===== config.mk =====
export PLATFORM = sky130hd
export DESIGN_NAME = vga_fb_arbiter_flat
export DESIGN_NICKNAME = d
export VERILOG_FILES = /design/src/rtl/vga_axil_pkg.sv /design/src/rtl/vga_fb_arbiter_if.sv /design/src/rtl/vga_sync_fifo.sv /design/src/rtl/vga_fb_arbiter.sv /design/src/flat_wrapper.sv
export SDC_FILE = /design/constraint.sdc
export NUM_CORES = 1
export LEC_CHECK = 0
export CAP_MARGIN = 5
export CELL_PAD_IN_SITES_DETAIL_PLACEMENT = 0
export CELL_PAD_IN_SITES_GLOBAL_PLACEMENT = 1
export CORE_ASPECT_RATIO = 1.4
export CORE_MARGIN = 2
export CORE_UTILIZATION = 46
export CTS_CLUSTER_DIAMETER = 100
export DETAILED_ROUTE_END_ITERATION = 6
export PLACE_DENSITY = 0.89
export SYNTH_ARGS = -nofsm -noshare
export SYNTH_HDL_FRONTEND = slang
export SYNTH_HIERARCHICAL = 1
export SYNTH_SLANG_ARGS = --single-unit

===== constraint.sdc =====
create_clock -name clk -period 6.1 [get_ports clk]
set_input_delay 0.915 -clock clk [delete_from_list [all_inputs] [get_ports clk]]
set_output_delay 0.915 -clock clk [all_outputs]
set_load 0.01 [all_outputs]

===== src/rtl/vga_axil_pkg.sv =====
// rtl/vga_axil_pkg.sv - shared types for the VGA framebuffer path
package vga_axil_pkg;

    localparam int AXIL_DATA_W = 32;
    localparam int FB_ADDR_W   = 16;

    typedef logic [AXIL_DATA_W-1:0] axil_data_t;
    typedef logic [FB_ADDR_W-1:0]   fb_addr_t;
    typedef axil_data_t             fb_data_t;

    typedef enum logic [1:0] {
        FETCH_IDLE,
        FETCH_RUN,
        FETCH_FLUSH
    } fetch_state_e;

    typedef enum logic [2:0] {
        GntNone,
        GntCpuRd,
        GntCpuWrBuf,
        GntCpuWr,
        GntFetch
    } grant_e;

endpackage


===== src/rtl/vga_fb_arbiter_if.sv =====
// rtl/vga_fb_arbiter_if.sv - CPU, scanout and RAM signals of the framebuffer arbiter
interface vga_fb_arbiter_if #(
    parameter int DATA_W = 32,
    parameter int ADDR_W = 16
);
    logic              cpu_write_en;
    logic [ADDR_W-1:0] cpu_addr_write;
    logic [DATA_W-1:0] cpu_wdata;
    logic              cpu_read_en;
    logic [ADDR_W-1:0] cpu_addr_read;
    logic [DATA_W-1:0] cpu_rdata;
    logic              frame_start;
    logic              pix_ready;
    logic              pix_valid;
    logic [DATA_W-1:0] pix_data;
    logic              underflow;
    logic              mem_en;
    logic              mem_we;
    logic [ADDR_W-1:0] mem_addr;
    logic [DATA_W-1:0] mem_wdata;
    logic [DATA_W-1:0] mem_rdata;

    modport slave (
        input  cpu_write_en, cpu_addr_write, cpu_wdata,
        input  cpu_read_en, cpu_addr_read,
        output cpu_rdata,
        input  frame_start, pix_ready,
        output pix_valid, pix_data, underflow,
        output mem_en, mem_we, mem_addr, mem_wdata,
        input  mem_rdata
    );

    modport master (
        output cpu_write_en, cpu_addr_write, cpu_wdata,
        output cpu_read_en, cpu_addr_read,
        input  cpu_rdata,
        output frame_start, pix_ready,
        input  pix_valid, pix_data, underflow,
        input  mem_en, mem_we, mem_addr, mem_wdata,
        output mem_rdata
    );
endinterface


===== src/rtl/vga_sync_fifo.sv =====
// rtl/vga_sync_fifo.sv - show-ahead synchronous FIFO with flush
module vga_sync_fifo #(
    parameter int DATA_W = 32,
    parameter int DEPTH  = 8,
    localparam int PTR_W = $clog2(DEPTH),
    localparam int CNT_W = PTR_W + 1
) (
    input  logic              clk,
    input  logic              arst,
    input  logic              flush,
    input  logic              push,
    input  logic [DATA_W-1:0] din,
    input  logic              pop,
    output logic [DATA_W-1:0] dout,
    output logic              full,
    output logic              empty,
    output logic [CNT_W-1:0]  count
);
    logic [DATA_W-1:0] mem_q [DEPTH];
    logic [PTR_W-1:0]  wr_ptr_q, wr_ptr_d;
    logic [PTR_W-1:0]  rd_ptr_q, rd_ptr_d;
    logic [CNT_W-1:0]  count_q, count_d;
    logic              do_push, do_pop;

    assign empty   = (count_q == '0);
    assign full    = (count_q == CNT_W'(DEPTH));
    assign count   = count_q;
    assign do_pop  = pop && !empty && !flush;
    assign do_push = push && !flush && (!full || do_pop);
    // Head word is forced to zero while empty so the output is defined from reset
    assign dout    = empty ? '0 : mem_q[rd_ptr_q];

    always_comb begin
        wr_ptr_d = wr_ptr_q;
        rd_ptr_d = rd_ptr_q;
        count_d  = count_q;
        if (flush) begin
            wr_ptr_d = '0;
            rd_ptr_d = '0;
            count_d  = '0;
        end else begin
            if (do_push) wr_ptr_d = wr_ptr_q + PTR_W'(1);
            if (do_pop)  rd_ptr_d = rd_ptr_q + PTR_W'(1);
            case ({do_push, do_pop})
                2'b10:   count_d = count_q + CNT_W'(1);
                2'b01:   count_d = count_q - CNT_W'(1);
                default: count_d = count_q;
            endcase
        end
    end

    always_ff @(posedge clk or posedge arst) begin
        if (arst) begin
            wr_ptr_q <= '0;
            rd_ptr_q <= '0;
            count_q  <= '0;
        end else begin
            wr_ptr_q <= wr_ptr_d;
            rd_ptr_q <= rd_ptr_d;
            count_q  <= count_d;
        end
    end

    always_ff @(posedge clk) begin
        if (do_push) mem_q[wr_ptr_q] <= din;
    end
endmodule


===== src/rtl/vga_fb_arbiter.sv =====
// rtl/vga_fb_arbiter.sv - single-port framebuffer RAM shared by CPU and VGA scanout prefetch
module vga_fb_arbiter
    import vga_axil_pkg::*;
#(
    parameter int DATA_W     = 32,
    parameter int ADDR_W     = 16,
    parameter int FB_DEPTH   = 19200,
    parameter int FIFO_DEPTH = 8
) (
    input  logic            clk,
    input  logic            arst,
    vga_fb_arbiter_if.slave bus
);
    localparam int CNT_W = $clog2(FIFO_DEPTH) + 1;

    grant_e            gnt;
    fetch_state_e      state_q, state_d;
    logic [ADDR_W-1:0] fetch_addr_q, fetch_addr_d;
    logic              inflight_q, inflight_d;
    logic              rd_pending_q, rd_pending_d;
    logic [DATA_W-1:0] rdata_hold_q, rdata_hold_d;
    logic              wbuf_valid_q, wbuf_valid_d;
    logic [ADDR_W-1:0] wbuf_addr_q, wbuf_addr_d;
    logic [DATA_W-1:0] wbuf_data_q, wbuf_data_d;
    logic              underflow_q, underflow_d;

    logic              fetch_ok;
    logic              fifo_full, fifo_empty;
    logic [CNT_W-1:0]  fifo_count;
    logic [DATA_W-1:0] fifo_dout;
    logic              mem_en, mem_we;
    logic [ADDR_W-1:0] mem_addr;
    logic [DATA_W-1:0] mem_wdata;

    // Credit counts in-flight returns so a push can never meet a full FIFO
    assign fetch_ok = (state_q != FETCH_IDLE) &&
                      ((int'(fifo_count) + int'(inflight_q)) < FIFO_DEPTH);

    always_comb begin
        gnt = GntNone;
        if (bus.cpu_read_en)       gnt = GntCpuRd;
        else if (wbuf_valid_q)     gnt = GntCpuWrBuf;
        else if (bus.cpu_write_en) gnt = GntCpuWr;
        else if (fetch_ok)         gnt = GntFetch;
    end

    always_comb begin
        mem_en    = 1'b0;
        mem_we    = 1'b0;
        mem_addr  = '0;
        mem_wdata = '0;
        case (gnt)
            GntCpuRd: begin
                mem_en   = 1'b1;
                mem_addr = bus.cpu_addr_read;
            end
            GntCpuWrBuf: begin
                mem_en    = 1'b1;
                mem_we    = 1'b1;
                mem_addr  = wbuf_addr_q;
                mem_wdata = wbuf_data_q;
            end
            GntCpuWr: begin
                mem_en    = 1'b1;
                mem_we    = 1'b1;
                mem_addr  = bus.cpu_addr_write;
                mem_wdata = bus.cpu_wdata;
            end
            GntFetch: begin
                mem_en   = 1'b1;
                mem_addr = fetch_addr_q;
            end
            default: ;
        endcase
    end

    always_comb begin
        state_d      = state_q;
        fetch_addr_d = fetch_addr_q;
        if (bus.frame_start) begin
            state_d      = FETCH_FLUSH;
            fetch_addr_d = '0;
        end else begin
            case (state_q)
                FETCH_FLUSH: state_d = FETCH_RUN;
                default:     state_d = state_q;
            endcase
            if (gnt == GntFetch)
                fetch_addr_d = (fetch_addr_q == ADDR_W'(FB_DEPTH - 1)) ? '0
                                                                       : fetch_addr_q + ADDR_W'(1);
        end
        // A fetch issued alongside frame_start belongs to the old frame; drop its tag
        inflight_d   = (gnt == GntFetch) && !bus.frame_start;
        rd_pending_d = (gnt == GntCpuRd);
        rdata_hold_d = rd_pending_q ? bus.mem_rdata : rdata_hold_q;

        wbuf_valid_d = wbuf_valid_q && (gnt != GntCpuWrBuf);
        wbuf_addr_d  = wbuf_addr_q;
        wbuf_data_d  = wbuf_data_q;
        if (bus.cpu_write_en && bus.cpu_read_en) begin
            wbuf_valid_d = 1'b1;
            wbuf_addr_d  = bus.cpu_addr_write;
            wbuf_data_d  = bus.cpu_wdata;
        end
        underflow_d = underflow_q || (bus.pix_ready && fifo_empty);
    end

    always_ff @(posedge clk or posedge arst) begin
        if (arst) begin
            state_q      <= FETCH_IDLE;
            fetch_addr_q <= '0;
            inflight_q   <= 1'b0;
            rd_pending_q <= 1'b0;
            rdata_hold_q <= '0;
            wbuf_valid_q <= 1'b0;
            wbuf_addr_q  <= '0;
            wbuf_data_q  <= '0;
            underflow_q  <= 1'b0;
        end else begin
            state_q      <= state_d;
            fetch_addr_q <= fetch_addr_d;
            inflight_q   <= inflight_d;
            rd_pending_q <= rd_pending_d;
            rdata_hold_q <= rdata_hold_d;
            wbuf_valid_q <= wbuf_valid_d;
            wbuf_addr_q  <= wbuf_addr_d;
            wbuf_data_q  <= wbuf_data_d;
            underflow_q  <= underflow_d;
            assert (!(bus.cpu_write_en && wbuf_valid_q))
                else $error("vga_fb_arbiter: write strobe while write buffer full");
            assert (!(inflight_q && fifo_full && !bus.pix_ready && !bus.frame_start))
                else $error("vga_fb_arbiter: prefetch push into full FIFO");
        end
    end

    vga_sync_fifo #(
        .DATA_W(DATA_W),
        .DEPTH (FIFO_DEPTH)
    ) u_fifo (
        .clk  (clk),
        .arst (arst),
        .flush(bus.frame_start),
        .push (inflight_q),
        .din  (bus.mem_rdata),
        .pop  (bus.pix_ready),
        .dout (fifo_dout),
        .full (fifo_full),
        .empty(fifo_empty),
        .count(fifo_count)
    );

    assign bus.mem_en    = mem_en;
    assign bus.mem_we    = mem_we;
    assign bus.mem_addr  = mem_addr;
    assign bus.mem_wdata = mem_wdata;
    assign bus.cpu_rdata = rd_pending_q ? bus.mem_rdata : rdata_hold_q;
    assign bus.pix_valid = !fifo_empty;
    assign bus.pix_data  = fifo_dout;
    assign bus.underflow = underflow_q;
endmodule


===== src/flat_wrapper.sv =====
// flat-port wrapper written by rule: the top's interface ports become plain ports
module vga_fb_arbiter_flat import vga_axil_pkg::*;
#(
    parameter int DATA_W     = 32,
    parameter int ADDR_W     = 16,
    parameter int FB_DEPTH   = 19200,
    parameter int FIFO_DEPTH = 8
)
  (clk, arst, bus_cpu_write_en, bus_cpu_addr_write, bus_cpu_wdata, bus_cpu_read_en, bus_cpu_addr_read, bus_cpu_rdata, bus_frame_start, bus_pix_ready, bus_pix_valid, bus_pix_data, bus_underflow, bus_mem_en, bus_mem_we, bus_mem_addr, bus_mem_wdata, bus_mem_rdata);
  vga_fb_arbiter_if #(.DATA_W(DATA_W), .ADDR_W(ADDR_W)) bus_i ();
  input  logic clk;
  input  logic arst;
  input wire logic [$bits(bus_i.cpu_write_en)-1:0] bus_cpu_write_en;
  input wire logic [$bits(bus_i.cpu_addr_write)-1:0] bus_cpu_addr_write;
  input wire logic [$bits(bus_i.cpu_wdata)-1:0] bus_cpu_wdata;
  input wire logic [$bits(bus_i.cpu_read_en)-1:0] bus_cpu_read_en;
  input wire logic [$bits(bus_i.cpu_addr_read)-1:0] bus_cpu_addr_read;
  output wire logic [$bits(bus_i.cpu_rdata)-1:0] bus_cpu_rdata;
  input wire logic [$bits(bus_i.frame_start)-1:0] bus_frame_start;
  input wire logic [$bits(bus_i.pix_ready)-1:0] bus_pix_ready;
  output wire logic [$bits(bus_i.pix_valid)-1:0] bus_pix_valid;
  output wire logic [$bits(bus_i.pix_data)-1:0] bus_pix_data;
  output wire logic [$bits(bus_i.underflow)-1:0] bus_underflow;
  output wire logic [$bits(bus_i.mem_en)-1:0] bus_mem_en;
  output wire logic [$bits(bus_i.mem_we)-1:0] bus_mem_we;
  output wire logic [$bits(bus_i.mem_addr)-1:0] bus_mem_addr;
  output wire logic [$bits(bus_i.mem_wdata)-1:0] bus_mem_wdata;
  input wire logic [$bits(bus_i.mem_rdata)-1:0] bus_mem_rdata;
  assign bus_i.cpu_write_en = bus_cpu_write_en;
  assign bus_i.cpu_addr_write = bus_cpu_addr_write;
  assign bus_i.cpu_wdata = bus_cpu_wdata;
  assign bus_i.cpu_read_en = bus_cpu_read_en;
  assign bus_i.cpu_addr_read = bus_cpu_addr_read;
  assign bus_cpu_rdata = bus_i.cpu_rdata;
  assign bus_i.frame_start = bus_frame_start;
  assign bus_i.pix_ready = bus_pix_ready;
  assign bus_pix_valid = bus_i.pix_valid;
  assign bus_pix_data = bus_i.pix_data;
  assign bus_underflow = bus_i.underflow;
  assign bus_mem_en = bus_i.mem_en;
  assign bus_mem_we = bus_i.mem_we;
  assign bus_mem_addr = bus_i.mem_addr;
  assign bus_mem_wdata = bus_i.mem_wdata;
  assign bus_i.mem_rdata = bus_mem_rdata;
  vga_fb_arbiter #(.DATA_W(DATA_W), .ADDR_W(ADDR_W), .FB_DEPTH(FB_DEPTH), .FIFO_DEPTH(FIFO_DEPTH)) u_core (.clk(clk), .arst(arst), .bus(bus_i));
endmodule

==> reports/metrics.csv <==
metric,value,unit
row_count,79,
post_cts_hold_buffer_count,0,
ctsResizeCount,0,
synth_area,15400,µm²
leakage,6.66,nW
cts_max_level,2,
dpl_worst_slack,1690,ps
detail_route.drc_violations,0,
holdPathStages,1,
area.growth.synth_to_final,26.0,%
totalNegativeSetupSlack,0,ps
via_count_of_the_first_global_routing_pass,9418,
firstDrtPassIters,5,
synthesis.instances,918,
period_share,0.723,
globalRoute.totalOverflow,0,
cts.repair_timing.setup_buffer_count,0,
cts.clk_slew.worst_paths,60,ps
nets,1242,
later_pin_clock_latency_in_the_skew_report,540,ps
critPathArrivalTime,3500,ps
detail_route.iter0.violations,502,
timing.hold.worst.class,flip-flop to flip-flop,
clock_sinks,368,
grt_start_max_net_pins,55,
layout_setup_ws,1690,ps
yosys_warnings,6,
relative_slew_slack,0.213,
io_buffer_count,217,
timing_worst_slew_pin_value,1180,ps
status,finished clean,
worst_vdd_drop,0.000219,V
starting_density,0.464,
max_freq,227,MHz
chipWidth,158,µm
cts_inserted_buffers,37,
num_vias,8986,
setup_viol_count_final,0,
final_max_slew_viol_count,0,
hold_start,u_core/bus.underflow,
reg2reg_from,u_core/u_fifo/count[0],
power_density,331,nW/µm²
antennaDiodeCount,0,
fp.dieH,220,µm
setup_repair_after_global_routing_missed_its_margin,no,
root_buffer,clkbuf_16,
worst_setup_path_end_kind,output pin,
vias_per_cell,5.59,
critPathMaxFanout,15,
detail_route.wirelength,34400,µm
number_of_antenna_violations_at_the_first_check_in_global_routing,0,
place.detailed.hpwl,20700,µm
share_of_cells_above_drive_strength_1,0.211,
cts_max_path_buffers,3,
io_pins,218,
hold_viol_final,0,
path_class,primary input to output pin,
final.min_clock_period,4410,ps
routabilityCongestion,0.829,
drv_cap,0,
worstSetupStartpoint,bus_cpu_write_en,
synth_area_per_cell,16.7,µm²
floorplan.die_area,34900,µm²
global_route_wire_length_before_repair,53500,µm
core_area,33100,µm²
worst_clock_skew,22.4,ps
postRouteAntennaNets,0,
drt-wirelength-per-cell,21.4,µm
timing.reg2reg.worst_path_depth,8,
type_of_element_launching_the_critical_path,primary input,
clock_tree_from_tritoncts,done,
groute.usage.overall,0.203,
required,5180,ps
synthesis.nets,1026,
per-stage QoR:
stage	power [mW]	hold slack (ps)	util	cell area, µm²	instances
CTS	6.48	457	0.584	19300	1607
global placement	3.96	439	0.544	18000	1540
finish	6.39	454	0.584	19300	1607
floorplan	3.50	447	-	15400	918
global route	6.65	465	0.584	19300	1607
detailed placement	3.98	444	0.544	18000	1540
final cells by class:
class / instances / area (µm²)
clock buffer: 41 / 962
clock inverter: 26 / 375
fill: 2485 / 13800
inverter: 10 / 52.6
multi-input combinational: 484 / 4610
sequential: 368 / 10500
tap: 445 / 557
timing repair buffer: 233 / 2290
layer usage:
metal | wire, µm | up-vias | GRT usage
met4 | 841 | 0 | 0.0622
met2 | 17400 | 350 | 0.349
li1 | - | 4043 | -
met3 | 2660 | 59 | 0.0507
met1 | 13500 | 4534 | 0.253
met5 | 0 | - | 0
power breakdown:
group	total [mW]	internal [mW]	switching, mW	leakage (nW)
Sequential	2.88	2.76	0.124	3.66
Combinational	1.03	0.581	0.445	2.35
Clock	2.48	1.53	0.957	0.648
Total	6.39	4.87	1.53	6.66
worst max-delay path, cell delays in order:
cell,delay [ps]
clkdlybuf4s50_1,680
nor3_2,290
nand4b_1,560
o221ai_1,450
clkdlybuf4s50_1,590
state kept, by name (all words and copies together) (netlist names), 2 cells and up:
name and cells:
u_core/fetch_addr_q 16, u_core/wbuf_data_q 32, u_core/wbuf_addr_q 16, u_core/state_q 2, u_core/rdata_hold_q 32, u_core/u_fifo/rd_ptr_q 3
u_core/u_fifo/wr_ptr_q 3, u_core/u_fifo/mem_q 256, u_core/u_fifo/count 4
placed cells by master (no fill, tap or decap), types with 4 or more instances in the layout:
cell type        instances
o21ai_0                  5
nor3_1                   7
clkinv_1                 6
edfxtp_1               256
nor2_1                  83
nand2b_1                 4
nand2_1                 35
nor2b_1                  5
buf_4                   16
mux2_2                  80
clkbuf_16               38
bufinv_16                9
ha_1                     5
a22oi_1                  7
a221o_1                 13
clkdlybuf4s50_1        217
mux2i_1                 33
a22o_1                  32
nand4_1                  6
nand3_1                 10
clkinv_2                 5
or3_1                    4
dfrtp_1                108
mux4_2                  64
a21oi_1                 25
inv_1                    8
xnor2_1                  4
worst paths after layout:
check	end	slack (ps)
max	bus_mem_addr[5]	1690
min	u_core/bus.underflow	450
max reg2reg	u_core/u_fifo/count[3]	3200
min reg2reg	u_core/bus.underflow	450
max in group asynchronous	u_core/rdata_hold_q[15]	3970
min in group asynchronous	u_core/u_fifo/wr_ptr_q[0]	810
(Power assumes the default switching activity.)
